$ cat config.mk
export PLATFORM = sky130hd
export DESIGN_NAME = amer_put_host_ctrl_flat
export DESIGN_NICKNAME = d
export VERILOG_FILES = /design/src/rtl/amer_put_pkg.sv /design/src/rtl/amer_put_host_ctrl_if.sv /design/src/rtl/amer_put_param_regs.sv /design/src/rtl/amer_put_host_ctrl.sv /design/src/flat_wrapper.sv
export SDC_FILE = /design/constraint.sdc
export NUM_CORES = 1
export LEC_CHECK = 0
export BUFFER_PORTS_ARGS = -buffer_cell sky130_fd_sc_hd__buf_4
export CORE_ASPECT_RATIO = 1.25
export CORE_MARGIN = 4
export CORE_UTILIZATION = 58
export DETAILED_ROUTE_END_ITERATION = 8
export PLACE_DENSITY = 0.86
export SYNTH_ARGS = -nofsm -noshare
export SYNTH_HDL_FRONTEND = slang
export SYNTH_SLANG_ARGS = --single-unit
$ cat constraint.sdc
create_clock -name clk -period 3 [get_ports clk]
set_input_delay 0.3 -clock clk [delete_from_list [all_inputs] [get_ports clk]]
set_output_delay 0.3 -clock clk [all_outputs]
set_load 0.02 [all_outputs]
$ cat src/rtl/amer_put_pkg.sv
// Shared definitions for the amer_put host control slice: address map,
// controller states and the default cycle budgets for an n=4000 run.
package amer_put_pkg;

   localparam int DEF_S1_CYCLES  = 16384;
   localparam int DEF_RUN_CYCLES = 2100000;
   localparam int DEF_CNT_W      = 24;

   localparam int ADDR_W  = 4;
   localparam int DATA_W  = 32;
   localparam int PARAM_W = 64;

   localparam logic [ADDR_W-1:0] ADDR_P_UP_LO    = 4'd0;
   localparam logic [ADDR_W-1:0] ADDR_P_UP_HI    = 4'd1;
   localparam logic [ADDR_W-1:0] ADDR_P_DOWN_LO  = 4'd2;
   localparam logic [ADDR_W-1:0] ADDR_P_DOWN_HI  = 4'd3;
   localparam logic [ADDR_W-1:0] ADDR_LL_UP_LO   = 4'd4;
   localparam logic [ADDR_W-1:0] ADDR_LL_UP_HI   = 4'd5;
   localparam logic [ADDR_W-1:0] ADDR_LL_DOWN_LO = 4'd6;
   localparam logic [ADDR_W-1:0] ADDR_LL_DOWN_HI = 4'd7;
   localparam logic [ADDR_W-1:0] ADDR_K_S_LO     = 4'd8;
   localparam logic [ADDR_W-1:0] ADDR_K_S_HI     = 4'd9;
   localparam logic [ADDR_W-1:0] ADDR_RESULT_LO  = 4'd10;
   localparam logic [ADDR_W-1:0] ADDR_RESULT_HI  = 4'd11;
   localparam logic [ADDR_W-1:0] ADDR_STATUS     = 4'd12;

   typedef enum logic [2:0] {
      IDLE,
      PULSE1,
      WAIT1,
      PULSE2,
      RUN,
      CAPTURE
   } state_t;

   // Odd word addresses select the upper half of a 64-bit register.
   function automatic logic [DATA_W-1:0] pick_half(input logic [PARAM_W-1:0] v,
                                                   input logic hi);
      return hi ? v[PARAM_W-1:DATA_W] : v[DATA_W-1:0];
   endfunction

endpackage

$ cat src/rtl/amer_put_host_ctrl_if.sv
// Host word bus: one 32-bit write port and one registered 32-bit read port.
interface amer_put_host_ctrl_if;
   import amer_put_pkg::*;

   logic              wr_en;
   logic [ADDR_W-1:0] wr_addr;
   logic [DATA_W-1:0] wr_data;
   logic [ADDR_W-1:0] rd_addr;
   logic [DATA_W-1:0] rd_data;

   modport master (output wr_en, wr_addr, wr_data, rd_addr, input rd_data);
   modport slave  (input wr_en, wr_addr, wr_data, rd_addr, output rd_data);

endinterface

$ cat src/rtl/amer_put_param_regs.sv
// Host-visible register file: five 64-bit option parameters assembled from
// 32-bit halves, locked while a run is in flight, plus the readback mux.
module amer_put_param_regs
   import amer_put_pkg::*;
(
   input  logic                clk,
   input  logic                nrst,
   amer_put_host_ctrl_if.slave host,
   input  logic                busy,
   input  logic                done,
   input  logic [PARAM_W-1:0]  result,
   output logic [PARAM_W-1:0]  p_up,
   output logic [PARAM_W-1:0]  p_down,
   output logic [PARAM_W-1:0]  log_lambda_up,
   output logic [PARAM_W-1:0]  log_lambda_down,
   output logic [PARAM_W-1:0]  K_over_S
);

   logic [DATA_W-1:0] rd_next;

   // Parameters must not move under the core, so the whole write path is gated by busy.
   always_ff @(posedge clk) begin
      if (!nrst) begin
         p_up            <= '0;
         p_down          <= '0;
         log_lambda_up   <= '0;
         log_lambda_down <= '0;
         K_over_S        <= '0;
      end else if (host.wr_en && !busy) begin
         case (host.wr_addr)
            ADDR_P_UP_LO:    p_up[DATA_W-1:0]                     <= host.wr_data;
            ADDR_P_UP_HI:    p_up[PARAM_W-1:DATA_W]               <= host.wr_data;
            ADDR_P_DOWN_LO:  p_down[DATA_W-1:0]                   <= host.wr_data;
            ADDR_P_DOWN_HI:  p_down[PARAM_W-1:DATA_W]             <= host.wr_data;
            ADDR_LL_UP_LO:   log_lambda_up[DATA_W-1:0]            <= host.wr_data;
            ADDR_LL_UP_HI:   log_lambda_up[PARAM_W-1:DATA_W]      <= host.wr_data;
            ADDR_LL_DOWN_LO: log_lambda_down[DATA_W-1:0]          <= host.wr_data;
            ADDR_LL_DOWN_HI: log_lambda_down[PARAM_W-1:DATA_W]    <= host.wr_data;
            ADDR_K_S_LO:     K_over_S[DATA_W-1:0]                 <= host.wr_data;
            ADDR_K_S_HI:     K_over_S[PARAM_W-1:DATA_W]           <= host.wr_data;
            default: ;
         endcase
      end
   end

   always_comb begin
      rd_next = '0;
      case (host.rd_addr)
         ADDR_P_UP_LO, ADDR_P_UP_HI:       rd_next = pick_half(p_up, host.rd_addr[0]);
         ADDR_P_DOWN_LO, ADDR_P_DOWN_HI:   rd_next = pick_half(p_down, host.rd_addr[0]);
         ADDR_LL_UP_LO, ADDR_LL_UP_HI:     rd_next = pick_half(log_lambda_up, host.rd_addr[0]);
         ADDR_LL_DOWN_LO, ADDR_LL_DOWN_HI: rd_next = pick_half(log_lambda_down, host.rd_addr[0]);
         ADDR_K_S_LO, ADDR_K_S_HI:         rd_next = pick_half(K_over_S, host.rd_addr[0]);
         ADDR_RESULT_LO, ADDR_RESULT_HI:   rd_next = pick_half(result, host.rd_addr[0]);
         ADDR_STATUS:                      rd_next = {30'b0, done, busy};
         default:                          rd_next = '0;
      endcase
   end

   // Reading pre-edge register values means a same-cycle write is not visible yet.
   always_ff @(posedge clk) begin
      if (!nrst) begin
         host.rd_data <= '0;
      end else begin
         host.rd_data <= rd_next;
      end
   end

endmodule

$ cat src/rtl/amer_put_host_ctrl.sv
// Host control stage for the amer_put core: sequences start_s1/start_s2,
// waits fixed cycle budgets and captures the core result for readback.
module amer_put_host_ctrl
   import amer_put_pkg::*;
#(
   parameter int S1_CYCLES  = DEF_S1_CYCLES,
   parameter int RUN_CYCLES = DEF_RUN_CYCLES,
   parameter int CNT_W      = DEF_CNT_W
)(
   input  logic                clk,
   input  logic                nrst,
   amer_put_host_ctrl_if.slave host,
   input  logic                go,
   input  logic                abort,
   output logic                busy,
   output logic                done,
   output logic                start_s1,
   output logic                start_s2,
   output logic [PARAM_W-1:0]  p_up,
   output logic [PARAM_W-1:0]  p_down,
   output logic [PARAM_W-1:0]  log_lambda_up,
   output logic [PARAM_W-1:0]  log_lambda_down,
   output logic [PARAM_W-1:0]  K_over_S,
   input  logic [PARAM_W-1:0]  result_in
);

   localparam logic [CNT_W-1:0] S1_LAST  = CNT_W'(S1_CYCLES - 1);
   localparam logic [CNT_W-1:0] RUN_LAST = CNT_W'(RUN_CYCLES - 1);

   state_t             state;
   state_t             state_next;
   logic [CNT_W-1:0]   counter;
   logic [PARAM_W-1:0] result_q;

   amer_put_param_regs u_regs (
      .clk             (clk),
      .nrst            (nrst),
      .host            (host),
      .busy            (busy),
      .done            (done),
      .result          (result_q),
      .p_up            (p_up),
      .p_down          (p_down),
      .log_lambda_up   (log_lambda_up),
      .log_lambda_down (log_lambda_down),
      .K_over_S        (K_over_S)
   );

   // Abort overrides every transition, including a go arriving in IDLE.
   always_comb begin
      state_next = state;
      case (state)
         IDLE:    if (go) state_next = PULSE1;
         PULSE1:  state_next = WAIT1;
         WAIT1:   if (counter == S1_LAST) state_next = PULSE2;
         PULSE2:  state_next = RUN;
         RUN:     if (counter == RUN_LAST) state_next = CAPTURE;
         CAPTURE: state_next = IDLE;
         default: state_next = IDLE;
      endcase
      if (abort) state_next = IDLE;
   end

   // Pulses and busy are decoded from the next state so they appear registered
   // in the cycle the FSM occupies PULSE1/PULSE2, and vanish on abort.
   always_ff @(posedge clk) begin
      if (!nrst) begin
         state    <= IDLE;
         counter  <= '0;
         result_q <= '0;
         busy     <= 1'b0;
         done     <= 1'b0;
         start_s1 <= 1'b0;
         start_s2 <= 1'b0;
      end else begin
         state    <= state_next;
         start_s1 <= (state_next == PULSE1);
         start_s2 <= (state_next == PULSE2);
         busy     <= (state_next != IDLE);

         case (state)
            PULSE1, PULSE2: counter <= '0;
            WAIT1, RUN:     counter <= counter + 1'b1;
            default:        counter <= counter;
         endcase

         if (state == IDLE && state_next == PULSE1) begin
            done <= 1'b0;
         end
         if (state == CAPTURE && !abort) begin
            result_q <= result_in;
            done     <= 1'b1;
         end
      end
   end

endmodule

$ cat src/flat_wrapper.sv
// flat-port wrapper written by rule: the top's interface ports become plain ports
module amer_put_host_ctrl_flat import amer_put_pkg::*;
#(
   parameter int S1_CYCLES  = DEF_S1_CYCLES,
   parameter int RUN_CYCLES = DEF_RUN_CYCLES,
   parameter int CNT_W      = DEF_CNT_W
)
  (clk, nrst, go, abort, busy, done, start_s1, start_s2, p_up, p_down, log_lambda_up, log_lambda_down, K_over_S, result_in, host_wr_en, host_wr_addr, host_wr_data, host_rd_addr, host_rd_data);
  amer_put_host_ctrl_if host_i ();
  input  logic clk;
  input  logic nrst;
  input  logic go;
  input  logic abort;
  output logic busy;
  output logic done;
  output logic start_s1;
  output logic start_s2;
  output logic [PARAM_W-1:0] p_up;
  output logic [PARAM_W-1:0] p_down;
  output logic [PARAM_W-1:0] log_lambda_up;
  output logic [PARAM_W-1:0] log_lambda_down;
  output logic [PARAM_W-1:0] K_over_S;
  input  logic [PARAM_W-1:0] result_in;
  input wire logic [$bits(host_i.wr_en)-1:0] host_wr_en;
  input wire logic [$bits(host_i.wr_addr)-1:0] host_wr_addr;
  input wire logic [$bits(host_i.wr_data)-1:0] host_wr_data;
  input wire logic [$bits(host_i.rd_addr)-1:0] host_rd_addr;
  output wire logic [$bits(host_i.rd_data)-1:0] host_rd_data;
  assign host_i.wr_en = host_wr_en;
  assign host_i.wr_addr = host_wr_addr;
  assign host_i.wr_data = host_wr_data;
  assign host_i.rd_addr = host_rd_addr;
  assign host_rd_data = host_i.rd_data;
  amer_put_host_ctrl #(.S1_CYCLES(S1_CYCLES), .RUN_CYCLES(RUN_CYCLES), .CNT_W(CNT_W)) u_core (.clk(clk), .nrst(nrst), .host(host_i), .go(go), .abort(abort), .busy(busy), .done(done), .start_s1(start_s1), .start_s2(start_s2), .p_up(p_up), .p_down(p_down), .log_lambda_up(log_lambda_up), .log_lambda_down(log_lambda_down), .K_over_S(K_over_S), .result_in(result_in));
endmodule
# Word-level counts from Yosys, hierarchy flattened
# Cells that the tools add are included.
# word_totals
regBits,447
out_inout_bits,356
in_bits,109
# op_classes
n_addsub,1
muxes,15
n_reduce_logical,29
n_eq_ne,30
# ops
op,n
one-hot mux 32 bit (7 select lines),1
2-to-1 mux 32 bit,6
one-hot mux 24 bit (2 select lines),1
"== test 4 x 3 -> 1 bit, second input constant",8
"== test 4 bit, second input constant",7
"adder 24 x 1 -> 24 bit, second input constant",1
"== test 24 x 14 -> 1 bit, second input constant",1
"== test 24 x 22 -> 1 bit, second input constant",1
AND reduction 2 bit,10
"== test 4 x 2 -> 1 bit, second input constant",4
OR reduction 2 bit,8
one-hot mux 3 bit (5 select lines),1
2-to-1 mux 3 bit,4
"== test 3 x 2 -> 1 bit, second input constant",3
"== test 4 x 1 -> 1 bit, second input constant",2
logical NOT 4 bit,2
"== test 3 x 1 -> 1 bit, second input constant",2
"== test 3 bit, second input constant",2
nonzero test 2 bit,2
logical AND 1 bit,3
logical NOT 3 bit,1
nonzero test 3 bit,1
logical NOT 1 bit,2
2-to-1 mux 1 bit,2

# Logic depth before layout (Yosys ltp)
# depth
ltp_word,8
ltp_mapped,7

# Modules after synthesis
# A second synthesis with hierarchy kept.
# hier_totals
hier_cells,2392
hier_area_um2,20903.8
# by_module_without_submodules
module,area_per_inst_um2,instances,cells_per_inst
amer_put_param_regs,16918.7,1,1919
amer_put_host_ctrl,3985.1,1,473

# Worst setup path after synthesis
# No wires, ideal clock.
# synth_path
path_type,input port to flip-flop
from,input port host_rd_addr[0]
to,register u_core.u_regs.host.rd_data[14]
arrival_ps,1446
n_path_buf,2
path_stages,6
slack_ps,1426
cell_sequence,buf_2 -> buf_1 -> mux2i_1 -> o22ai_1 -> nor3_1 -> nor2_1
# synth_between
elab_chain_len,3
word_cells_on_any_way,26
cone_classes,eq/ne (12); mux (7); reduce/logical (7)
# synth_lines
element,line,text
from (decl),flat_wrapper.sv:27,input wire logic [$bits(host_i.rd_addr)-1:0] host_rd_addr;
== test 4 bit (tied with other cells),amer_put_param_regs.sv:48,case (host.rd_addr)
OR reduction 2 bit,amer_put_param_regs.sv:48,
one-hot mux 32 bit (7 select lines) (*),amer_put_param_regs.sv:48,
to (signal assigned),amer_put_param_regs.sv:65,host.rd_data <= rd_next;
to (decl),amer_put_host_ctrl_if.sv:12,"modport slave (input wr_en, wr_addr, wr_data, rd_addr, output rd_data);"
# Mark *: on every way between the ends. The rest lies on a longest branch, timed or not.
# A chain may end at the register's enable or synchronous reset.

# Final worst setup path
# layout_path
from,register u_core.busy
to,register u_core.u_regs.p_up[18]
# layout_between
elab_chain_len,3
# layout_lines
element,line,text
from (decl),amer_put_host_ctrl.sv:15,"output logic busy,"
from (signal assigned),amer_put_host_ctrl.sv:79,busy <= (state_next != IDLE);
logical NOT 1 bit,amer_put_param_regs.sv:29,end else if (host.wr_en && !busy) begin
logical AND 1 bit,amer_put_param_regs.sv:29,
AND reduction 2 bit (no source line),-,
"to (signal, indexed assignment)",amer_put_param_regs.sv:31,ADDR_P_UP_LO: p_up[DATA_W-1:0] <= host.wr_data;
"to (signal, indexed assignment)",amer_put_param_regs.sv:32,ADDR_P_UP_HI: p_up[PARAM_W-1:DATA_W] <= host.wr_data;
to (decl),amer_put_param_regs.sv:12,"output logic [PARAM_W-1:0] p_up,"
# No other way between the ends.

==> impl_metrics.prom <==
# TYPE chip_impl_metric gauge
chip_impl_metric{name="min_period_over_period",unit="%"} 73.3
chip_impl_metric{name="finClkSkew",unit="ns"} 0.0124
chip_impl_metric{name="clock_sink_count",unit=""} 447
chip_impl_metric{name="critical_path_peak_fanout",unit=""} 32
chip_impl_metric{name="post-synth-top-area-fraction",unit="%"} 47.6
chip_impl_metric{name="maxClockFrequency",unit="GHz"} 0.454
chip_impl_info{name="clock-root-buffer",value="sky130_fd_sc_hd__clkbuf_16"} 1
chip_impl_metric{name="crit_required",unit="ns"} 3.48
chip_impl_metric{name="drt_wl_total",unit="um"} 75100
chip_impl_info{name="postSynth.topFlopCell",value="sky130_fd_sc_hd__dfxtp_1"} 1
chip_impl_metric{name="simple_gate_portion_of_the_synthesized_area",unit="%"} 21.7
chip_impl_metric{name="diodes",unit=""} 0
chip_impl_metric{name="total_nets_after_synthesis",unit=""} 2488
chip_impl_metric{name="firstDrtPassIters",unit=""} 7
chip_impl_metric{name="initial_antenna_violation_count",unit=""} 4
chip_impl_metric{name="wl_per_cell",unit="um"} 23.6
chip_impl_metric{name="power.density_cell_area",unit="nW/um2"} 527
chip_impl_metric{name="synthXorXnorAreaFrac",unit="%"} 0.180
chip_impl_info{name="criticalPathCategory",value="reg -> reg"} 1
chip_impl_metric{name="ir_drop",unit="mV"} 0.456
chip_impl_metric{name="place_congestion",unit=""} 1.03
chip_impl_metric{name="synth-seq-cells",unit=""} 447
chip_impl_info{name="setup_repair_after_global_routing_missed_its_margin",value="no"} 1
chip_impl_info{name="worst_path_max_delay_cell",value="sky130_fd_sc_hd__and2_2"} 1
chip_impl_metric{name="gr-usage-all-layers",unit="%"} 40.0
chip_impl_metric{name="report.final.slew_viol_count",unit=""} 0
chip_impl_info{name="synth.top_cells.by_count",value="804 x sky130_fd_sc_hd__nand2_1, 447 x sky130_fd_sc_hd__dfxtp_1, 395 x sky130_fd_sc_hd__a21oi_1"} 1
chip_impl_info{name="cp-start-kind",value="register"} 1
chip_impl_metric{name="transition_time_of_the_tightest_slew_check_pin",unit="ns"} 1.00
chip_impl_metric{name="via_count",unit=""} 19700
chip_impl_metric{name="synthArstFlopShare",unit="%"} 0
chip_impl_metric{name="drt_drc_violations_left",unit=""} 0
chip_impl_metric{name="period_needed",unit="ns"} 2.20
chip_impl_metric{name="p_leak",unit="nW"} 9.41
chip_impl_metric{name="clock_latency",unit="ns"} 0.55
chip_impl_metric{name="initial_core_util",unit="%"} 58.9
chip_impl_metric{name="placementRows",unit=""} 73
chip_impl_metric{name="first_global_vias",unit=""} 18500
chip_impl_metric{name="first_pass_grt_wire_length",unit="um"} 111000
chip_impl_metric{name="yosysUniqueCellTypes",unit=""} 59
chip_impl_metric{name="complex_gate_fraction_of_the_synthesized_area",unit="%"} 15.0
chip_impl_metric{name="final_layout_size_suffix_gt1_share",unit="%"} 21.9
chip_impl_metric{name="design.die.area",unit="um2"} 35400
chip_impl_metric{name="drt_iter0_markers",unit=""} 2815
chip_impl_metric{name="dieWidth",unit="um"} 169
chip_impl_metric{name="synth-warning-count",unit=""} 0
chip_impl_info{name="cts_tree",value="yes"} 1
chip_impl_metric{name="finalSetupViolations",unit=""} 0
chip_impl_info{name="critPathTopFamily",value="simple AND/OR/NAND/NOR gates"} 1
chip_impl_metric{name="core_area",unit="um2"} 31900
chip_impl_metric{name="flow.area_growth_from_synthesis",unit="%"} 28.5
chip_impl_metric{name="worst_ep_arrival_time",unit="ns"} 2.68
chip_impl_metric{name="dieHeight",unit="um"} 209
chip_impl_metric{name="timing.critical_path.buf_inv",unit=""} 0
chip_impl_metric{name="floorplan.io_pins",unit=""} 465
chip_impl_info{name="status",value="finished clean"} 1
chip_impl_metric{name="max-clock-path-buffers",unit=""} 3
chip_impl_metric{name="layout.nets",unit=""} 2846
chip_impl_metric{name="maxCapViolCount",unit=""} 0
chip_impl_info{name="min-delay-path-class",value="in -> reg"} 1
chip_impl_metric{name="synth-adder-area-share",unit="%"} 0.0666
chip_impl_info{name="critical_path.cell_chain",value="nor4b_4 -> and2_2 -> nand2_1 -> a21oi_1"} 1
chip_impl_metric{name="cts_resized",unit=""} 0
chip_impl_metric{name="dpl.hpwl",unit="um"} 51600
chip_impl_metric{name="synth-edff-count",unit=""} 0
chip_impl_metric{name="grt_overflow_total",unit=""} 0
chip_impl_metric{name="post_drt_via_cell_ratio",unit=""} 6.19
chip_impl_metric{name="drtAntennaViolNets",unit=""} 0
chip_impl_info{name="synth_top_cells_by_area",value="sky130_fd_sc_hd__dfxtp_1 48%, sky130_fd_sc_hd__nand2_1 16%, sky130_fd_sc_hd__a21oi_1 11%, sky130_fd_sc_hd__mux2i_1 10%, sky130_fd_sc_hd__o22ai_1 3.1%"} 1
chip_impl_metric{name="synth_area_per_cell",unit="um2"} 7.90
chip_impl_metric{name="setup_total_negative_slack",unit="ns"} 0
chip_impl_metric{name="seq_area_frac_synth",unit="%"} 47.6
chip_impl_metric{name="portBuffers",unit=""} 464
chip_impl_info{name="largest_family_of_logic_cells_by_synthesized_area",value="simple AND/OR/NAND/NOR gates"} 1
chip_impl_metric{name="synthesis.instances",unit=""} 2378
chip_impl_metric{name="synthesis.area",unit="um2"} 18800
chip_impl_info{name="critPathCaptureType",value="register"} 1
chip_impl_metric{name="placedCellCount",unit=""} 3065
chip_impl_metric{name="ctsHtreeMaxLevel",unit=""} 2
chip_impl_metric{name="fin_cells",unit=""} 3181
chip_impl_info{name="post-synth-top-area-cell",value="sky130_fd_sc_hd__dfxtp_1"} 1
chip_impl_metric{name="grt_start_max_net_pins",unit=""} 141
chip_impl_info{name="synth_most_common_cell",value="sky130_fd_sc_hd__nand2_1"} 1
chip_impl_metric{name="num-fill-cells",unit=""} 2280
chip_impl_metric{name="cpPeakStageDelay",unit="ns"} 0.82
chip_impl_metric{name="relSlewSlack",unit="%"} 33.2
chip_impl_metric{name="numCtsBuffers",unit=""} 44
chip_impl_metric{name="clkTransAtPathRegs",unit="ns"} 0.06
chip_impl_metric{name="synth_mux_area_share",unit="%"} 10.5
chip_impl_metric{name="final-hold-violation-count",unit=""} 0
==> cell type report <==
type                       instances  area [um2]  share of cell area [%]
clock buffer                      63        1310                    5.44
clock inverter                    16         189                   0.783
inverter                           7        33.8                   0.140
multi-input combinational       1707        8960                    37.1
sequential                       447        8950                    37.1
tap                              412         515                    2.14
timing repair buffer             529        4180                    17.3
==> kinds of logic after synthesis <==
kind of cell               after synthesis
and+or+nand+nor                        986
AOI/OAI and AO/OA                      520
DFF                                    447
buffers and inverters                  224
muxes                                  197
xor gates and xnor gates                 3
adders and majority gates                1
==> metal layers <==
metal / track usage, % / routed length [um] / vias to the layer above
li1: - / - / 8722
met2: 64.9 / 34900 / 1397
met1: 49.0 / 26300 / 9286
met3: 10.6 / 9420 / 288
met4: 20.5 / 4500 / 8
met5: 0 / 56 / -
==> stage by stage <==
| stage | utilization [%] | total power [mW] | worst slack [ns] | instance area (um2) | hold WS, ns |
|---|---|---|---|---|---|
| 2_1_floorplan | - | 6.65 | 1.43 | 18800 | 0.401 |
| 3_3_place_gp | 69.9 | 7.02 | 0.901 | 22300 | 0.443 |
| 3_5_place_dp | 69.9 | 7.03 | 0.852 | 22300 | 0.447 |
| 4_1_cts | 75.7 | 12.7 | 0.820 | 24100 | 0.0000977 |
| 5_1_grt | 75.7 | 13.0 | 0.658 | 24100 | 0.0120 |
| 6_report | 75.7 | 12.7 | 0.800 | 24100 | 0.00719 |
==> path summary, 6_finish.rpt <==
path | start | end | slack (ns) | cells past startpoint
hold / removal | result_in[60] | u_core.result_q[60] | 0.007 | 3
hold reg to reg | u_core.result_q[21] | u_core.result_q[21] | 0.45 | 2
setup / recovery | u_core.busy | u_core.u_regs.p_up[18] | 0.80 | 4
setup reg to reg | u_core.busy | u_core.u_regs.p_up[18] | 0.80 | 4
==> repair_timing <==
item                                   CTS  global route
endpoints found under the hold margin   37             0
hold buffers                            37             0
buffers inserted                         0             0
==> cells in the final DEF, fill, tap and decap left out, types with 5 or more instances in the layout <==
master / n
sky130_fd_sc_hd__clkbuf_16: 45
sky130_fd_sc_hd__clkbuf_1: 6
sky130_fd_sc_hd__nand3b_1: 7
sky130_fd_sc_hd__nand4_1: 6
sky130_fd_sc_hd__nand3_1: 12
sky130_fd_sc_hd__nand2b_1: 7
sky130_fd_sc_hd__nor3_1: 44
sky130_fd_sc_hd__clkbuf_8: 12
sky130_fd_sc_hd__buf_12: 9
sky130_fd_sc_hd__and2_2: 8
sky130_fd_sc_hd__nor4_1: 7
sky130_fd_sc_hd__dlygate4sd3_1: 37
sky130_fd_sc_hd__dfxtp_1: 447
sky130_fd_sc_hd__nand2_2: 5
sky130_fd_sc_hd__buf_4: 482
sky130_fd_sc_hd__clkinv_2: 9
sky130_fd_sc_hd__o22ai_1: 93
sky130_fd_sc_hd__mux2i_1: 194
sky130_fd_sc_hd__nor2_1: 43
sky130_fd_sc_hd__or3b_2: 5
sky130_fd_sc_hd__nand2_1: 800
sky130_fd_sc_hd__a21oi_1: 395
sky130_fd_sc_hd__inv_1: 6
==> state kept, by name (all words and copies together) (netlist names) <==
name,count
u_core.u_regs.p_down,64
u_core.busy,1
u_core.u_regs.log_lambda_down,64
u_core.result_q,64
u_core.start_s1,1
u_core.u_regs.log_lambda_up,64
u_core.start_s2,1
u_core.state,3
u_core.u_regs.p_up,64
u_core.counter,24
u_core.done,1
u_core.u_regs.host.rd_data,32
u_core.u_regs.K_over_S,64
==> worst reg2reg max path: cells and delay by family, from the launching register on <==
kind	cells	cell delay, ns
AND/OR/NAND/NOR	3	1.54
AO/OA/AOI/OAI	1	0.16
flip-flops	1	0.43
==> where the power goes <==
part	total (mW)	switching [mW]	internal, mW
combinational	0.925	0.585	0.340
clock	5.74	2.35	3.39
sequential	6.05	0.0603	5.99
Note: power is estimated with default switching activity, not from simulation.
